File: src/rtl/ropuf_meas_ctrl.sv
// Measurement sequencer for one RO-PUF chain: two windowed edge counts under
// challenges A and B, compared into a single response bit.
module ropuf_meas_ctrl #(
  parameter int SETTLE = 4,
  parameter int WIN_W  = 16,
  parameter int CNT_W  = 16
) (
  input  logic             clk,
  input  logic             rst_n,
  input  logic             start,
  input  logic [7:0]       chal_a,
  input  logic [7:0]       chal_b,
  input  logic [WIN_W-1:0] window,
  input  logic             ro_out,
  output logic             puf_en,
  output logic [7:0]       puf_c,
  output logic             puf_s,
  output logic             busy,
  output logic             done,
  output logic             response,
  output logic             tie,
  output logic             sat,
  output logic             err,
  output logic [CNT_W-1:0] cnt_a,
  output logic [CNT_W-1:0] cnt_b
);

  // state   | meaning
  // IDLE    | waiting for start, chain off, puf_c = 0
  // SETUP_A | chain disabled, challenge A applied, puf_s high, SETTLE cycles
  // MEAS_A  | chain enabled, edges counted into cnt_a, window cycles
  // DRAIN_A | chain disabled, synchroniser tail still counted into cnt_a, 2 cycles
  // SETUP_B | as SETUP_A with challenge B
  // MEAS_B  | as MEAS_A, counting into cnt_b
  // DRAIN_B | as DRAIN_A, counting into cnt_b
  // CMP     | response/tie computed from the two counts
  // DONE    | done pulse registered, back to IDLE
  localparam logic [3:0] S_IDLE    = 4'd0;
  localparam logic [3:0] S_SETUP_A = 4'd1;
  localparam logic [3:0] S_MEAS_A  = 4'd2;
  localparam logic [3:0] S_DRAIN_A = 4'd3;
  localparam logic [3:0] S_SETUP_B = 4'd4;
  localparam logic [3:0] S_MEAS_B  = 4'd5;
  localparam logic [3:0] S_DRAIN_B = 4'd6;
  localparam logic [3:0] S_CMP     = 4'd7;
  localparam logic [3:0] S_DONE    = 4'd8;

  localparam logic [WIN_W-1:0] SETTLE_LD = WIN_W'(SETTLE - 1);
  localparam logic [WIN_W-1:0] DRAIN_LD  = WIN_W'(1);
  localparam logic [CNT_W-1:0] CNT_MAX   = {CNT_W{1'b1}};

  logic [3:0]       state;
  logic [WIN_W-1:0] tmr;
  logic [WIN_W-1:0] win_q;
  logic [7:0]       chal_a_q;
  logic [7:0]       chal_b_q;
  logic [1:0]       sync_q;
  logic             hist_q;
  logic             rise;
  logic             tmr_tc;
  logic             count_a;
  logic             count_b;
  logic             phase_a;
  logic             phase_b;

  assign rise    = sync_q[1] & ~hist_q;
  assign tmr_tc  = (tmr == '0);
  assign count_a = (state == S_MEAS_A) || (state == S_DRAIN_A);
  assign count_b = (state == S_MEAS_B) || (state == S_DRAIN_B);
  assign phase_a = (state == S_SETUP_A) || count_a;
  assign phase_b = (state == S_SETUP_B) || count_b || (state == S_CMP) || (state == S_DONE);

  assign busy   = (state != S_IDLE);
  assign puf_en = (state == S_MEAS_A) || (state == S_MEAS_B);
  assign puf_s  = (state == S_SETUP_A) || (state == S_SETUP_B);
  assign puf_c  = phase_a ? chal_a_q : (phase_b ? chal_b_q : 8'h00);

  always_ff @(posedge clk) begin
    if (!rst_n) begin
      state    <= S_IDLE;
      tmr      <= '0;
      win_q    <= '0;
      chal_a_q <= '0;
      chal_b_q <= '0;
      sync_q   <= '0;
      hist_q   <= 1'b0;
      done     <= 1'b0;
      response <= 1'b0;
      tie      <= 1'b0;
      sat      <= 1'b0;
      err      <= 1'b0;
      cnt_a    <= '0;
      cnt_b    <= '0;
    end else begin
      sync_q <= {sync_q[0], ro_out};
      hist_q <= sync_q[1];
      done   <= 1'b0;

      case (state)
        S_IDLE: begin
          if (start) begin
            chal_a_q <= chal_a;
            chal_b_q <= chal_b;
            win_q    <= window;
            cnt_a    <= '0;
            cnt_b    <= '0;
            sat      <= 1'b0;
            response <= 1'b0;
            tie      <= 1'b0;
            if (window == '0) begin
              err   <= 1'b1;
              state <= S_DONE;
            end else begin
              err   <= 1'b0;
              tmr   <= SETTLE_LD;
              state <= S_SETUP_A;
            end
          end
        end
        S_SETUP_A, S_SETUP_B: begin
          if (tmr_tc) begin
            tmr   <= win_q - WIN_W'(1);
            state <= (state == S_SETUP_A) ? S_MEAS_A : S_MEAS_B;
          end else begin
            tmr <= tmr - WIN_W'(1);
          end
        end
        S_MEAS_A, S_MEAS_B: begin
          if (tmr_tc) begin
            tmr   <= DRAIN_LD;
            state <= (state == S_MEAS_A) ? S_DRAIN_A : S_DRAIN_B;
          end else begin
            tmr <= tmr - WIN_W'(1);
          end
        end
        S_DRAIN_A: begin
          if (tmr_tc) begin
            tmr   <= SETTLE_LD;
            state <= S_SETUP_B;
          end else begin
            tmr <= tmr - WIN_W'(1);
          end
        end
        S_DRAIN_B: begin
          if (tmr_tc) state <= S_CMP;
          else        tmr   <= tmr - WIN_W'(1);
        end
        S_CMP: begin
          response <= (cnt_a > cnt_b);
          tie      <= (cnt_a == cnt_b);
          state    <= S_DONE;
        end
        S_DONE: begin
          done  <= 1'b1;
          state <= S_IDLE;
        end
        default: state <= S_IDLE;
      endcase

      // sat flags an edge that arrived while the counter was already pinned
      if (count_a && rise) begin
        if (cnt_a == CNT_MAX) sat   <= 1'b1;
        else                  cnt_a <= cnt_a + CNT_W'(1);
      end
      if (count_b && rise) begin
        if (cnt_b == CNT_MAX) sat   <= 1'b1;
        else                  cnt_b <= cnt_b + CNT_W'(1);
      end
    end
  end

endmodule

File: config.mk
export PLATFORM = sky130hd
export DESIGN_NAME = ropuf_meas_ctrl
export DESIGN_NICKNAME = d
export VERILOG_FILES = /design/src/rtl/ropuf_meas_ctrl.sv
export SDC_FILE = /design/constraint.sdc
export NUM_CORES = 1
export LEC_CHECK = 0
export ABC_CLOCK_PERIOD_IN_PS = 7400
export BUFFER_PORTS_ARGS = -buffer_cell sky130_fd_sc_hd__clkbuf_2
export CAP_MARGIN = 0
export CORE_MARGIN = 10
export CORE_UTILIZATION = 50
export DETAILED_ROUTE_END_ITERATION = 12
export PLACE_DENSITY_LB_ADDON = 0.3
export SLEW_MARGIN = 10
export SYNTH_ARGS = -nofsm -noshare
export SYNTH_HDL_FRONTEND = slang
export SYNTH_SLANG_ARGS = --single-unit
File: constraint.sdc
create_clock -name clk -period 7.4 [get_ports clk]
set_input_delay 1.11 -clock clk [delete_from_list [all_inputs] [get_ports clk]]
set_output_delay 1.11 -clock clk [all_outputs]
set_load 0.01 [all_outputs]
== Word-level counts from Yosys, hierarchy flattened ==
Index checks and enable logic that the tools add are counted.
Operators by class
  multiplexer cells: 37
  reductions and logical operators: 22
  order comparisons: 1
  bitwise logic cells: 2
  eq/ne operators: 18
  add/subtract/negate cells: 4
Operators by type and width (count)
  two-way mux 16 bit: 14
  one-hot mux 16 bit (5 select lines): 1
  adder 16 x 1 -> 16 bit (second input constant): 2
  equality test 16 bit (second input constant): 2
  zero test 16 bit: 2
  subtractor 16 x 1 -> 16 bit (second input constant): 2
  two-way mux 4 bit: 6
  one-hot mux 4 bit (6 select lines): 1
  equality test 16 bit: 1
  equality test 4 x 3 -> 1 bit (second input constant): 4
  greater-than comparator 16 bit: 1
  two-way mux 8 bit: 2
  inequality test 2 bit (second input constant): 7
  two-way mux 1 bit: 9
  equality test 4 x 2 -> 1 bit (second input constant): 2
  logical OR 1 bit: 8
  two-way mux 3 bit: 2
  AND reduction 5 bit: 1
  nonzero test 5 bit: 1
  equality test 4 x 1 -> 1 bit (second input constant): 1
  equality test 4 bit (second input constant): 1
  zero test 4 bit: 1
  one-hot mux 1 bit (2 select lines): 2
  AND reduction 2 bit: 2
  7 further kinds: 9
Word-level totals
  logic and storage cells: 98
  flip-flop bits (word level): 92
  output and inout port bits: 48

== Longest topological paths before layout ==
  depth in word-level cells: 7
  depth in mapped cells: 11
  depth with buffers taken out: 8

== Least setup slack after synthesis ==
OpenSTA, ideal clock, no wires.
  path type: register to output
  start: reg state[3]
  end: out puf_c[0]
  arrival: 1.544 ns
  stages on the path, launching flop included: 7
  slack: 4.746 ns
  required time: 6.290 ns
  path through: dfxtp_1 > clkbuf_1 > clkbuf_1 > and2_1 > clkbuf_1 > a22oi_1 > o22ai_1
Between the ends
  word-level cells in the longest chain between the ends: 7
  elaborated cells between the ends (all ways): 16
  classes of those cells: eq/ne (8); mux (2); reduce/logical (6)
RTL lines
  start: declaration: line 52  | logic [3:0] state;
  start signal: assignment: line 123  | state <= (state == S_SETUP_A) ? S_MEAS_A : S_MEAS_B;
  start signal: assignment: line 131  | state <= (state == S_MEAS_A) ? S_DRAIN_A : S_DRAIN_B;
  equality test 4 x 3 -> 1 bit: line 69  | assign count_b = (state == S_MEAS_B) || (state == S_DRAIN_B);
  logical OR 1 bit: line 69
  logical OR 1 bit (3 in a row): line 71  | assign phase_b = (state == S_SETUP_B) || count_b || (state == S_CMP) || (state == S_DONE);
  two-way mux 8 bit: line 76  | assign puf_c = phase_a ? chal_a_q : (phase_b ? chal_b_q : 8'h00);
  two-way mux 8 bit *: line 76
  end: declaration: line 16  | output logic [7:0] puf_c,
Every way passes the cells marked *; elsewhere a longest branch is shown, timed or not.

== Worst setup path after layout ==
  start: reg state[0]
  end: out puf_c[1]
Same word-level chain as after synthesis.

==> results.py <==
metrics = {
    "logic_synthesis": {
        "synth_fa_ha_area_share_pct": 4.698,
        "syn-cell-area_mm2": 0.005326,
        "synth-edff-count": 0,
        "synth-seq-area-share_pct": 34.58,
        "synthArstFlopShare_pct": 0,
        "synth_compound_area_share_pct": 21.26,
        "yosys_warnings": 0,
        "synth_area_per_cell_um2": 7.620,
        "synthCells": 699,
        "synthSimpleGateAreaFrac_pct": 29.69,
        "netlist_top_cells_area": "dfxtp_1, nand2_1, a21oi_1, ha_1, nor2_1",
        "ys.flop_type": "dfxtp_1",
        "synth_top_area_share_pct": 34.58,
        "synth-xor-area-share_pct": 4.275,
        "syn_nets": 755,
        "synth_cell_type_count": 64,
        "synth_top_family_by_area": "simple AND/OR/NAND/NOR gates",
        "muxShareOfSynthArea_pct": 0.7752,
        "synth_seq_cells": 92,
        "synth.largest_area_cell": "dfxtp_1",
    },
    "pwr": {
        "internal_power_mw": 1.110,
        "p_sw_share_pct": 44.31,
        "p_seq_share_pct": 32.8,
        "p_comb_share_pct": 47.9,
        "clkPwrFrac_pct": 19.3,
        "p_total_mw": 1.994,
        "worst_ir_drop_vdd_mv": 0.1800,
        "power_density_mw_per_mm2": 332.0,
        "leakage_nw": 2.372,
        "switchingPower_mw": 0.8835,
    },
    "setup_path": {
        "cp_common_cell": "nor2_1",
        "r2r_cells": 6,
        "arrival_ps": 2340,
        "timing.reg2reg.setup_slack_ps": 4350,
        "cp_cell_sequence": "nor2_1 > nor2_1 > a22oi_1 > o22ai_1 > clkbuf_2",
        "path_delay_family": "simple AND/OR/NAND/NOR gates",
        "cp_slowest_stage_delay_ps": 710,
        "start_kind": "flip-flop",
        "cp.buffers_inverters": 1,
        "worstPathRequired_ps": 6290,
        "slowest_stage": "dfxtp_1",
        "r2r-start": "state[2]$_SDFFE_PN0P_",
        "crit_type": "flip-flop to primary output",
        "crit_path_max_fanout": 18,
        "r2r_end": "cnt_b[13]$_SDFF_PN0_",
        "cp-end-kind": "primary output",
    },
    "hold_path": {
        "hp-start": "sync_q[0]$_SDFF_PN0_",
        "min_path_type": "flip-flop to flip-flop",
        "whs_path_depth": 1,
        "hold_path_end": "sync_q[1]$_SDFF_PN0_",
    },
    "route": {
        "drt_wl_total_mm": 15.01,
        "wl_per_cell_um": 16.65,
        "via_count": 5404,
        "firstDrtPassIters": 5,
        "ant_nets": 0,
        "drtIter0Drc": 435,
        "drcViolationCount": 0,
        "via_per_inst": 5.998,
    },
    "clock_tree": {
        "insertion_delay_ps": 370,
        "cts.repair.resized": 0,
        "clk_pin_slew_ps": 90,
        "numCtsBuffers": 9,
        "hold_buffers": 0,
        "cts_root_buf": "clkbuf_8",
        "post-cts-setup-buffers": 0,
        "cts_tree": "built",
        "ctsLongestPathBuffers": 2,
        "cts_sinks": 92,
        "cts_max_level": 3,
    },
    "cells_and_area": {
        "utilization_pct": 57.90,
        "area_growth_syn_to_layout_pct": 12.73,
        "diodes": 0,
        "drive_gt1_share_pct": 15.56,
        "nNetsFinal": 816,
        "fin_cells": 901,
    },
    "job": {
        "drv_cap": 0,
    },
    "timing": {
        "worstMarginPinSlew_ps": 1042,
        "finalSetupViolCount": 0,
        "timing.fmax_mhz": 289.6,
        "tns_ps": 0,
        "slew_headroom_pct": 30.41,
        "finClkSkew_ps": 7.640,
        "slew_violations": 0,
        "hold_slack_ps": 451.8,
        "rsz0062_at_grt": "false",
        "hold_viol": 0,
        "period_share_pct": 46.67,
        "period_minus_slack_ps": 3453,
    },
    "floorplanning": {
        "fp.dieH_um": 123.2,
        "io_pins": 84,
        "core_region_area_mm2": 0.01037,
        "initial_core_util_pct": 51.36,
        "fp.dieW_um": 123.2,
        "die-area_mm2": 0.01518,
        "fp-row-count": 37,
    },
    "global_routing": {
        "grt_pass1_wl_mm": 24.91,
        "grt_max_degree": 57,
        "grt_usage_pct": 19.97,
        "grt_pass1_vias": 5013,
        "antenna_found_initial": 0,
        "grt_overflow": 0,
    },
    "status": {
        "status": "finished clean",
    },
    "placement": {
        "numPortBuffers": 83,
        "dp_hpwl_mm": 11.03,
        "dp_cells": 885,
        "place.gp.congestion": 0.9600,
    },
}
routing by layer:
| layer | wire length (µm) | vias up | GRT usage (%) |
|---|---|---|---|
| met3 | 1134 | 19 | 4.649 |
| met2 | 6919 | 193 | 30.73 |
| met5 | 0 | - | 0 |
| li1 | - | 2656 | - |
| met1 | 6747 | 2536 | 26.90 |
| met4 | 204 | 0 | 6.841 |
cell families (layout without fill, tap and decap cells):
group,Yosys count,in the layout
mux,4,4
compound gates,174,174
buf+inv,62,128
flops,92,92
fa+ha+maj,20,20
xor+xnor,26,26
simple gates,321,321
through the flow:
step	setup slack, ps	cell area [µm²]
CTS	3999	6005
finish	3947	6005
global placement	4432	5782
global route	3771	6005
detailed placement	4342	5782
floorplan	4746	5326
area by class of cell:
class                   count  area, µm²
clock inverters             7      98.84
repair buffers             85      430.4
well taps                 136      170.2
flip-flops and latches     92       1842
inverters                  27      101.3
clock buffers               9      123.9
multi-input cells         545       3238
fillers                   975       4365
cell usage after synthesis, drive strengths merged, types with 2 or more instances:
cell type / n
o31ai: 7
nor4b: 3
and4: 8
inv: 27
nor3b: 4
o21a: 5
buf: 6
xor2: 9
a221oi: 2
or4: 6
and2: 10
nor2b: 5
ha: 20
nand2b: 5
o22ai: 11
or3: 10
nor4: 12
a31oi: 4
o2111ai: 2
or2: 5
nand4: 21
o211ai: 5
o41ai: 2
clkbuf: 29
or4b: 4
a21oi: 63
dfxtp: 92
o32ai: 7
a21o: 2
nand2: 122
xnor2: 17
mux2i: 3
nor3: 18
o21ai: 28
a22o: 8
nor2: 57
o311ai: 2
a21boi: 2
and3: 6
o31a: 4
a22oi: 9
nand3b: 2
nand3: 23
cell usage in the layout (no fill, tap or decap), drive strengths merged, types with 3 or more instances in the layout:
master and n:
nor4 12, nor3b 4, o31a 4, nand3 23
clkbuf 92, nand2 122, a21oi 63, o31ai 7
or3 10, nor2b 5, nor4b 3, o32ai 7
clkinv 3, o21a 5, or2 5, inv 28
o21ai 28, nor2 57, ha 20, xnor2 17
nor3 18, xor2 9, mux2i 3, and2 10
nand4 21, dfxtp 92, o22ai 11, and3 6
a22o 8, a31oi 4, o211ai 5, or4b 4
and4 8, nand2b 5, a22oi 9, or4 6
how the worst max path moves through the flow:
stage | from | end | slack, ps | cells after the start
after floorplan | state[3]$_SDFFE_PN0P_ | puf_c[0] | 4750 | 6
after global placement | rst_n | tmr[11]$_SDFFE_PN0P_ | 4430 | 6
after detailed placement | rst_n | tmr[7]$_SDFFE_PN0P_ | 4340 | 6
after CTS | state[0]$_SDFFE_PN0P_ | puf_c[1] | 4000 | 5
after global routing | state[0]$_SDFFE_PN0P_ | puf_c[2] | 3770 | 5
final | state[0]$_SDFFE_PN0P_ | puf_c[1] | 3950 | 5
state kept, by name, summed over array words and instances (netlist names), 2 cells and up:
| signal | flops |
|---|---|
| win_q | 16 |
| chal_a_q | 8 |
| sync_q | 2 |
| cnt_b | 16 |
| chal_b_q | 8 |
| cnt_a | 16 |
| state | 4 |
| tmr | 16 |
power by group through the flow:
stage,combinational (mW),sequential (mW),clock (mW)
2_1_floorplan,0.791,0.622,0
3_3_place_gp,0.924,0.659,0
3_5_place_dp,0.933,0.663,0
4_1_cts,0.940,0.652,0.386
5_1_grt,1.06,0.669,0.407
6_report,0.955,0.654,0.384
No activity file was read; power rests on OpenSTA's default activity.
